**src/rtl/online_pms_seq.sv**
```systemverilog
// Radix-2 online (most-significant-digit-first) signed-digit multiplier with online delay 2.
// Takes one {x,y} digit pair per step and emits one product digit per step over valid/ready.
//
// state | meaning
// IDLE  | waiting for start, in_ready low
// INIT  | steps k=1..2, residual fill only, no output digit
// RUN   | steps k=3..N, input digits consumed, one product digit per step
// FLUSH | steps k=N+1..N+2, zero inputs, last two product digits
module online_pms_seq #(
   parameter int N = 8
) (
   input  logic       clk,
   input  logic       rst,
   input  logic       start,
   input  logic       in_valid,
   output logic       in_ready,
   input  logic [1:0] x_dig,
   input  logic [1:0] y_dig,
   output logic [1:0] z_dig,
   output logic       z_valid,
   input  logic       z_ready,
   output logic       z_last,
   output logic       busy
);

   localparam int DELTA = 2;
   localparam int F     = N + 2;
   localparam int WL    = N + 5;
   localparam int KW    = $clog2(N + 4);

   localparam logic signed [WL-1:0] ONE  = {{(WL-1){1'b0}}, 1'b1} << F;
   localparam logic signed [WL-1:0] HALF = {{(WL-1){1'b0}}, 1'b1} << (F - 1);

   typedef enum logic [1:0] {IDLE, INIT, RUN, FLUSH} state_t;

   state_t               state, state_nxt;
   logic signed [WL-1:0] xacc, yacc, w;
   logic [KW-1:0]        k;

   logic                 out_free, use_in, step, emit;
   logic [1:0]           x_eff, y_eff;
   logic [KW-1:0]        sh;
   logic signed [WL-1:0] unit, xacc_nxt, yacc_nxt, h, v, w_sel, w_nxt;
   logic [1:0]           z_sel;

   // Multiply a WL-bit value by a signed digit {pos,neg}; 00 and 11 both mean zero.
   function automatic logic signed [WL-1:0] sd_mul(input logic [1:0] d,
                                                   input logic signed [WL-1:0] a);
      case (d)
         2'b10:   sd_mul = a;
         2'b01:   sd_mul = -a;
         default: sd_mul = '0;
      endcase
   endfunction

   assign out_free = !z_valid || z_ready;
   assign busy     = (state != IDLE);

   always_comb begin
      state_nxt = state;
      use_in    = (state == INIT) || (state == RUN);
      in_ready  = use_in && out_free;
      step      = (in_ready && in_valid) || ((state == FLUSH) && out_free);
      emit      = step && ((state == RUN) || (state == FLUSH));

      case (state)
         IDLE:    if (start) state_nxt = INIT;
         INIT:    if (step && (k == KW'(DELTA))) state_nxt = RUN;
         RUN:     if (step && (k == KW'(N))) state_nxt = FLUSH;
         FLUSH:   if (step && (k == KW'(N + DELTA))) state_nxt = IDLE;
         default: state_nxt = IDLE;
      endcase
   end

   // Residual recurrence: W is kept scaled by 2^(k-2), so each new partial product enters at 2^-2.
   always_comb begin
      x_eff    = use_in ? x_dig : 2'b00;
      y_eff    = use_in ? y_dig : 2'b00;
      sh       = KW'(F) - k;
      unit     = {{(WL-1){1'b0}}, 1'b1} << sh;
      yacc_nxt = yacc + sd_mul(y_eff, unit);
      xacc_nxt = xacc + sd_mul(x_eff, unit);
      h        = (sd_mul(y_eff, xacc) + sd_mul(x_eff, yacc_nxt)) >>> 2;
      v        = (w <<< 1) + h;
      z_sel    = 2'b00;
      w_sel    = v;
      if (v >= HALF) begin
         z_sel = 2'b10;
         w_sel = v - ONE;
      end else if (v < -HALF) begin
         z_sel = 2'b01;
         w_sel = v + ONE;
      end
      w_nxt = emit ? w_sel : v;
   end

   always_ff @(posedge clk) begin
      if (rst) state <= IDLE;
      else     state <= state_nxt;
   end

   always_ff @(posedge clk) begin
      if (rst) begin
         xacc    <= '0;
         yacc    <= '0;
         w       <= '0;
         k       <= '0;
         z_dig   <= 2'b00;
         z_valid <= 1'b0;
         z_last  <= 1'b0;
      end else begin
         if ((state == IDLE) && start) begin
            xacc <= '0;
            yacc <= '0;
            w    <= '0;
            k    <= KW'(1);
         end else if (step) begin
            xacc <= xacc_nxt;
            yacc <= yacc_nxt;
            w    <= w_nxt;
            k    <= k + KW'(1);
         end

         if (emit) begin
            z_dig   <= z_sel;
            z_valid <= 1'b1;
            z_last  <= (k == KW'(N + DELTA));
         end else if (z_ready) begin
            z_valid <= 1'b0;
            z_last  <= 1'b0;
         end
      end
   end

endmodule

```
**config.mk**
```make
export PLATFORM = sky130hd
export DESIGN_NAME = online_pms_seq
export DESIGN_NICKNAME = d
export VERILOG_FILES = /design/src/rtl/online_pms_seq.sv
export SDC_FILE = /design/constraint.sdc
export NUM_CORES = 1
export LEC_CHECK = 0
export ABC_AREA = 1
export CAP_MARGIN = 20
export CELL_PAD_IN_SITES_DETAIL_PLACEMENT = 1
export CELL_PAD_IN_SITES_GLOBAL_PLACEMENT = 1
export CORE_UTILIZATION = 25
export CTS_CLUSTER_DIAMETER = 120
export DETAILED_ROUTE_END_ITERATION = 10
export PLACE_DENSITY_LB_ADDON = 0.1
export SETUP_SLACK_MARGIN = 0.15
export SLEW_MARGIN = 5
export SYNTH_ARGS = -nofsm -noshare
export SYNTH_HDL_FRONTEND = slang
export SYNTH_SLANG_ARGS = --single-unit
```
**constraint.sdc**
```tcl
create_clock -name clk -period 20.9 [get_ports clk]
set_clock_uncertainty 0.05 [all_clocks]
set_input_delay 5.225 -clock clk [delete_from_list [all_inputs] [get_ports clk]]
set_output_delay 5.225 -clock clk [all_outputs]
set_load 0.05 [all_outputs]
```
==> reports/metrics.yaml, run 1 <==
cp.required_ns: 21.07
drive_gt1_frac: 0.0482
synth_most_common_cell: "nand2_1"
swShare: 0.585
cts_resized: 0
slew_headroom: 0.607
hold_buffers: 0
finalSetupViolations: 0
p_comb_frac: 0.721
status: "finished, final reports clean"
max_freq_ghz: 0.0821
endpoint_kind: "register"
vias_per_cell: 4.66
fp-row-count: 54
critPathKind: "in2reg"
drtAntennaViolNets: 0
synth_area_per_cell_um2: 6.10
dpl.hpwl_um: 14500
grt_usage: 0.169
nNetsFinal: 1010
drc: 0
fin_total_pwr_mw: 0.918
initial_core_util: 0.258
synth_top_flop_cell: "dfxtp_1"
die_w_um: 153
drtIter0Drc: 191
synthTopCellsByCount: "nand2_1 (194), inv_1 (165), a21oi_1 (92)"
maxCapViolCount: 0
port_buffers: 14
wl_um: 18900
die_area_mm2: 0.0233
hold_class: "reg2reg"
synthTopCellsByArea: "dfxtp_1 (17%), ha_1 (14%), nand2_1 (13%)"
yosysWarnings: 0
gp_congestion: 0.770
cellPowerDensity_mw_per_mm2: 145
die_y_um: 153
synth_edf_count: 0
cts_buffers: 5
grt-ovfl-total: 0
htreeDepth: 2
cpMaxStageDelayCell: "clkdlybuf4s50_1"
fin_setup_tns_ns: 0
wl_per_cell_um: 15.6
syn_area_mm2: 0.00568
hold_viol: 0
antenna_found_initial: 0
cts.sinks: 48
dr_total_vias: 5661
syn_nets: 1008
peakVddDrop_mv: 0.0757
crit_fanout: 24
synth_top_area_frac: 0.169
clk_latency_ns: 0.32
grt_pass1_wl_um: 31100
synth_largest_area_cell: "dfxtp_1"
n_antenna_cell: 0
syn2layout_area_growth_pct: 11.2
io_pins: 15
synth_cells: 931
grt_pass1_vias: 5801
slowest_delay_ns: 0.47
post-route-period-util: 0.583
report.final.slew_viol_count: 0
cp_data_arrival_time_ns: 12.35
detail_route.first_pass.iterations: 4
cts_tree: "done"
cts_root_buf: "clkbuf_16"
clk_pin_slew_ns: 0.08
clockPowerShare: 0.114
worst_pin_slew_ns: 0.589
post_cts_buffers: 0
internal_power_mw: 0.380
startpoint_type: "primary input"
synthArstFlopShare: 0
grt_max_degree: 48
synth_cell_type_count: 41
synth_seq_cells: 48
rsz0062_at_grt: "false"
ys_seq_area_frac: 0.169
fin_crit_ns: 12.17
crit_path_frequent_cell: "inv_1"
cts_buffer_depth: 2
power_leakage_nw: 3.21
coreArea_mm2: 0.0220
seq_power_share: 0.166
p_switching_mw: 0.537
==> path summary, 6_finish.rpt <==
check	slack [ns]	endpoint	start	cells past startpoint
worst max register to register	12.78	w[10]	k[0]	59
worst min-delay path	0.45	z_last	z_last	2
worst min register to register	0.45	z_last	z_last	2
worst max-delay path	8.73	w[10]	y_dig[0]	58
==> metrics by stage <==
step	hold slack [ns]	util	area (µm²)	setup slack, ns	instances
CTS	0.450	0.286	6290	8.66	1213
finish	0.448	0.287	6320	8.73	1214
global route	0.463	0.287	6320	7.55	1214
detailed placement	0.439	0.278	6120	8.32	1205
global placement	0.432	0.278	6120	8.46	1205
floorplan	0.402	-	5680	9.72	931
==> worst max-delay path, delay by kind of cell <==
family | cells | cell delay (ns)
buffers and inverters | 20 | 1.98
XOR/XNOR | 1 | 0.21
adder cells (fa/ha/maj) | 5 | 1.33
AND/OR/NAND/NOR | 28 | 2.92
AO/OA/AOI/OAI | 4 | 0.66
==> logic make-up after synthesis <==
| kind of cell | count (synthesis) | synth area share |
|---|---|---|
| simple gates | 382 | 0.288 |
| compound gates | 197 | 0.195 |
| buf+inv | 195 | 0.131 |
| fa+ha+maj | 68 | 0.154 |
| flops | 48 | 0.169 |
| xor+xnor | 41 | 0.0632 |
==> power by group through the flow <==
stage	clock network, mW	registers, mW	logic (mW)
final	0.104	0.152	0.661
after global routing	0.112	0.156	0.754
after CTS	0.110	0.152	0.670
after detailed placement	0	0.154	0.666
after global placement	0	0.154	0.665
after floorplan	0	0.146	0.490
==> flip-flops by register name (all words and copies together), names as in the netlist <==
signal   cells
state        2
yacc        13
z_last       1
w           12
z_dig        2
z_valid      1
xacc        13
k            4
==> routing by layer <==
layer	GRT usage	up-vias	wire length [µm]
met2	0.284	20	8590
li1	-	3014	-
met5	0	-	0
met3	0.0179	12	202
met4	0.0471	0	295
met1	0.227	2615	9800
==> cell usage in the layout (no fill, tap or decap), types with 13 or more instances in the layout <==
cell type,instances
a21oi_1,92
xnor2_1,13
xor2_1,28
nand3_1,53
clkdlybuf4s50_1,14
inv_1,165
dfxtp_1,48
o21ai_0,59
ha_1,65
nor3_1,20
nor2_1,79
nand2_1,194
==> cell type report <==
cell class / instances / area [µm²]
Tap cell: 280 / 350
Clock buffer: 5 / 125
Multi-Input combinational cell: 688 / 3980
Inverter: 166 / 623
Clock inverter: 3 / 46.3
Sequential cell: 48 / 961
Fill cell: 2891 / 15700
Timing Repair Buffer: 24 / 235
No activity file was read; power rests on OpenSTA's default activity.
==> inputs of run 2 (changes only) <==
==> constraint.sdc (replaced) <==
create_clock -name clk -period 12.1 [get_ports clk]
set_clock_uncertainty 0.05 [all_clocks]
set_input_delay 3.025 -clock clk [delete_from_list [all_inputs] [get_ports clk]]
set_output_delay 3.025 -clock clk [all_outputs]
set_load 0.05 [all_outputs]
==> reports/metrics.yaml, run 2 (synthesized netlist as in run 1, its figures left out) <==
status: "finished, final reports clean"
nNetsFinal: 1010
detail_route.first_pass.iterations: 4
wl_met1_um: 9430
critPathKind: "in2reg"
cpMaxStageDelayCell: "ha_1"
route.met3.wl_um: 294
post-route-period-util: 0.838
n_antenna_cell: 0
path_buf_inv: 19
peakVddDrop_mv: 0.105
port_buffers: 14
met2_length_um: 8620
slew_headroom: 0.315
cts_buffers: 5
cts_buffer_depth: 2
fillers: 2855
maxCapViolCount: 0
largestRegisters: "xacc x13, yacc x13, w x12"
dr_total_vias: 5676
cellPowerDensity_mw_per_mm2: 253
clk_latency_ns: 0.31
fin_setup_tns_ns: 0
dpl.hpwl_um: 14700
vias_per_cell: 4.68
clk_pin_slew_ns: 0.07
top_layer_used: "met4"
hold_buffers: 0
seq_power_share: 0.163
grt_max_degree: 41
internal_power_mw: 0.679
slowest_delay_ns: 0.56
final_cell_mix: "nand2_1 (194), inv_1 (165), a21oi_1 (92)"
max_freq_ghz: 0.0987
fp-row-count: 54
coreArea_mm2: 0.0220
htreeDepth: 2
instances_no_fill: 1214
drtIter0Drc: 133
die_area_mm2: 0.0233
p_comb_frac: 0.713
fin_crit_ns: 10.14
final_common_cell: "nand2_1"
drtAntennaViolNets: 0
grt-ovfl-total: 0
finalSetupViolations: 0
cts_resized: 0
hold_class: "reg2reg"
cts_tree: "done"
grt_pass1_vias: 5943
io_pins: 15
clockPowerShare: 0.123
antenna_found_initial: 0
drive_gt1_frac: 0.0482
cp_data_arrival_time_ns: 10.30
hold_viol: 0
swShare: 0.575
die_y_um: 153
grt_pass1_wl_um: 31100
power_leakage_nw: 3.22
worst_pin_slew_ns: 1.03
endpoint_kind: "register"
report.final.slew_viol_count: 0
initial_core_util: 0.258
wl_um: 18600
cpLargestDelayFamily: "simple AND/OR/NAND/NOR gates"
cp.required_ns: 12.26
cts_root_buf: "clkbuf_16"
die_w_um: 153
grt_usage: 0.168
startpoint_type: "primary input"
wl_per_cell_um: 15.4
cts.sinks: 48
crit_fanout: 17
hold_slack_ns: 0.432
post_cts_buffers: 0
dp.cells: 1206
rsz0062_at_grt: "false"
drc: 0
p_switching_mw: 0.918
syn2layout_area_growth_pct: 11.3
gp_congestion: 0.773
crit_path_frequent_cell: "inv_1"
## run 2: metal layers
layer  global-route usage  vias up
li1                     -     3019
met2                0.289       31
met1                0.222     2613
met4               0.0438        0
met3               0.0188       13
met5                    0        -
## run 2: area by class of cell
class,count,area (µm²),share of cell area
sequential,48,961,0.152
multi-input combinational,688,3980,0.629
clock inverter,3,68.8,0.0109
tap,280,350,0.0554
inverter,166,623,0.0986
timing repair buffer,24,215,0.0341
clock buffer,5,125,0.0198
## run 2: worst paths after layout
path	start	endpoint	slack, ns	depth (start not counted)
max	y_dig[1]	w[10]	1.96	57
min	z_last	z_last	0.43	2
max reg2reg	k[0]	w[10]	4.09	59
min reg2reg	z_last	z_last	0.43	2
## run 2: metrics by stage
stage	worst slack (ns)	total power [mW]	utilization	cell area, µm²
3_3_place_gp	1.80	1.42	0.278	6120
3_5_place_dp	1.64	1.42	0.278	6120
6_report	1.96	1.60	0.287	6320
2_1_floorplan	3.18	1.10	-	5680
4_1_cts	1.91	1.63	0.287	6320
5_1_grt	0.828	1.80	0.287	6320
## run 2: tightest hold or removal path, stage by stage (launching register included)
cell	delay (ns)
dfxtp_1	0.31
nand3b_1	0.07
a21oi_1	0.05
## run 2: power by group through the flow
stage                     Sequential, mW  Clock (mW)  Combinational [mW]
after global placement             0.267           0                1.16
after detailed placement           0.265           0                1.15
after CTS                          0.262       0.208                1.16
final                              0.261       0.197                1.14
after global routing               0.269       0.211                1.32
after floorplan                    0.252           0               0.846
==> inputs of run 3 (changes only) <==
==> constraint.sdc (replaced) <==
create_clock -name clk -period 9.05 [get_ports clk]
set_clock_uncertainty 0.05 [all_clocks]
set_input_delay 2.2625 -clock clk [delete_from_list [all_inputs] [get_ports clk]]
set_output_delay 2.2625 -clock clk [all_outputs]
set_load 0.05 [all_outputs]
==> reports/metrics.yaml, run 3 (synthesized netlist as in run 1, its figures left out) <==
status: "finished, final reports clean"
final_common_cell: "nand2_1"
cp.required_ns: 9.22
grt_max_degree: 41
gp_congestion: 0.765
cts_tree: "done"
detail_route.first_pass.iterations: 4
fin_setup_tns_ns: 0
final_cell_mix: "nand2_1 (188), inv_1 (157), a21oi_1 (83)"
power_leakage_nw: 3.60
hold_viol: 0
cts.sinks: 48
drtIter0Drc: 201
peakVddDrop_mv: 0.187
port_buffers: 14
crit_fanout: 4
wl_per_cell_um: 15.7
cellPowerDensity_mw_per_mm2: 339
cts_buffers: 5
maxCapViolCount: 0
clk_latency_ns: 0.31
fillers: 2835
n_antenna_cell: 0
seqCellArea_um2: 961
post-route-period-util: 0.909
cpMaxStageDelayCell: "ha_1"
cpLargestDelayFamily: "simple AND/OR/NAND/NOR gates"
cts_root_buf: "clkbuf_16"
fin_crit_ns: 8.23
wl_um: 20200
hold_buffers: 0
multi_input_area_mm2: 0.00419
drc: 0
grt-ovfl-total: 0
worst_pin_slew_ns: 1.05
path_buf_inv: 21
drive_gt1_frac: 0.160
io_pins: 15
crit_path_frequent_cell: "inv_1"
grt_usage: 0.178
slowest_delay_ns: 0.34
hold_class: "reg2reg"
clk_pin_slew_ns: 0.08
critPathKind: "in2reg"
drtAntennaViolNets: 0
die_area_mm2: 0.0233
syn2layout_area_growth_pct: 24.3
die_y_um: 153
endpoint_kind: "register"
grt_pass1_wl_um: 32800
antenna_found_initial: 0
nNetsFinal: 1082
fin_total_pwr_mw: 2.39
slew_headroom: 0.302
hold_slack_ns: 0.447
grt_pass1_vias: 6110
dpl.hpwl_um: 16100
rsz0062_at_grt: "false"
report.final.slew_viol_count: 0
fp-row-count: 54
initial_core_util: 0.258
max_freq_ghz: 0.122
vias_per_cell: 4.68
dr_total_vias: 6020
startpoint_type: "primary input"
coreArea_mm2: 0.0220
finalSetupViolations: 0
cts_buffer_depth: 2
cp_data_arrival_time_ns: 8.40
largestRegisters: "xacc x13, yacc x13, w x12"
die_w_um: 153
htreeDepth: 2
[run 3: cell types whose count changed in the layout (fill, tap and decap cells not counted), sizes merged]
cell and change:
clkinvlp +1, dlymetal6s2s +2, buf +72, bufinv -2, clkinv +1, clkdlybuf4s50 -2
[run 3: final timing paths]
path | start | end | slack (ns) | cells past startpoint
min reg2reg | z_last | z_last | 0.45 | 2
max reg2reg | k[0] | w[10] | 1.36 | 58
max | y_dig[0] | w[10] | 0.82 | 57
min | z_last | z_last | 0.45 | 2
[run 3: report_power, final]
part	leakage, nW	internal [mW]	switching (mW)	total [mW]
Combinational	3.14	0.663	1.17	1.83
Clock	0.0702	0.104	0.104	0.208
Sequential	0.392	0.278	0.0709	0.349
[run 3: repair_timing]
action	4_1_cts	5_1_grt
buffers inserted	0	10
setup endpoints to repair	0	4
resized for setup	0	64
[run 3: per-layer routing]
metal / GRT usage / share of wire / vias to the layer above / routed length, µm
li1: - / - / 3151 / -
met1: 0.245 / 0.51 / 2818 / 10400
met2: 0.297 / 0.45 / 40 / 9150
met3: 0.0213 / 0.021 / 11 / 419
met4: 0.0356 / 0.011 / 0 / 217
met5: 0 / 0 / - / 0
[run 3: per-stage QoR]
step,setup slack (ns),utilization,instance area [µm²],instances
after floorplan,0.891,-,5680,931
after global placement,0.114,0.299,6590,1268
after detailed placement,-0.104,0.299,6590,1268
after CTS,0.198,0.306,6740,1276
after global routing,0.238,0.320,7060,1286
final,0.823,0.320,7060,1286
[run 3: area by class of cell]
class	instances	area share
clock inverter	3	0.00301
inverter	166	0.0886
clock buffer	5	0.0177
timing repair buffer	96	0.111
tap	280	0.0496
multi-input combinational	688	0.594
sequential	48	0.136
[run 3: worst reg2reg max path: cells and delay by family, from the launching register on]
kind	cells	cell delay, ns
adders and majority gates	5	1.49
AOI/OAI and AO/OA	6	0.83
DFF	1	0.50
xor gates and xnor gates	4	0.84
and+or+nand+nor	29	2.79
buffers and inverters	14	1.11
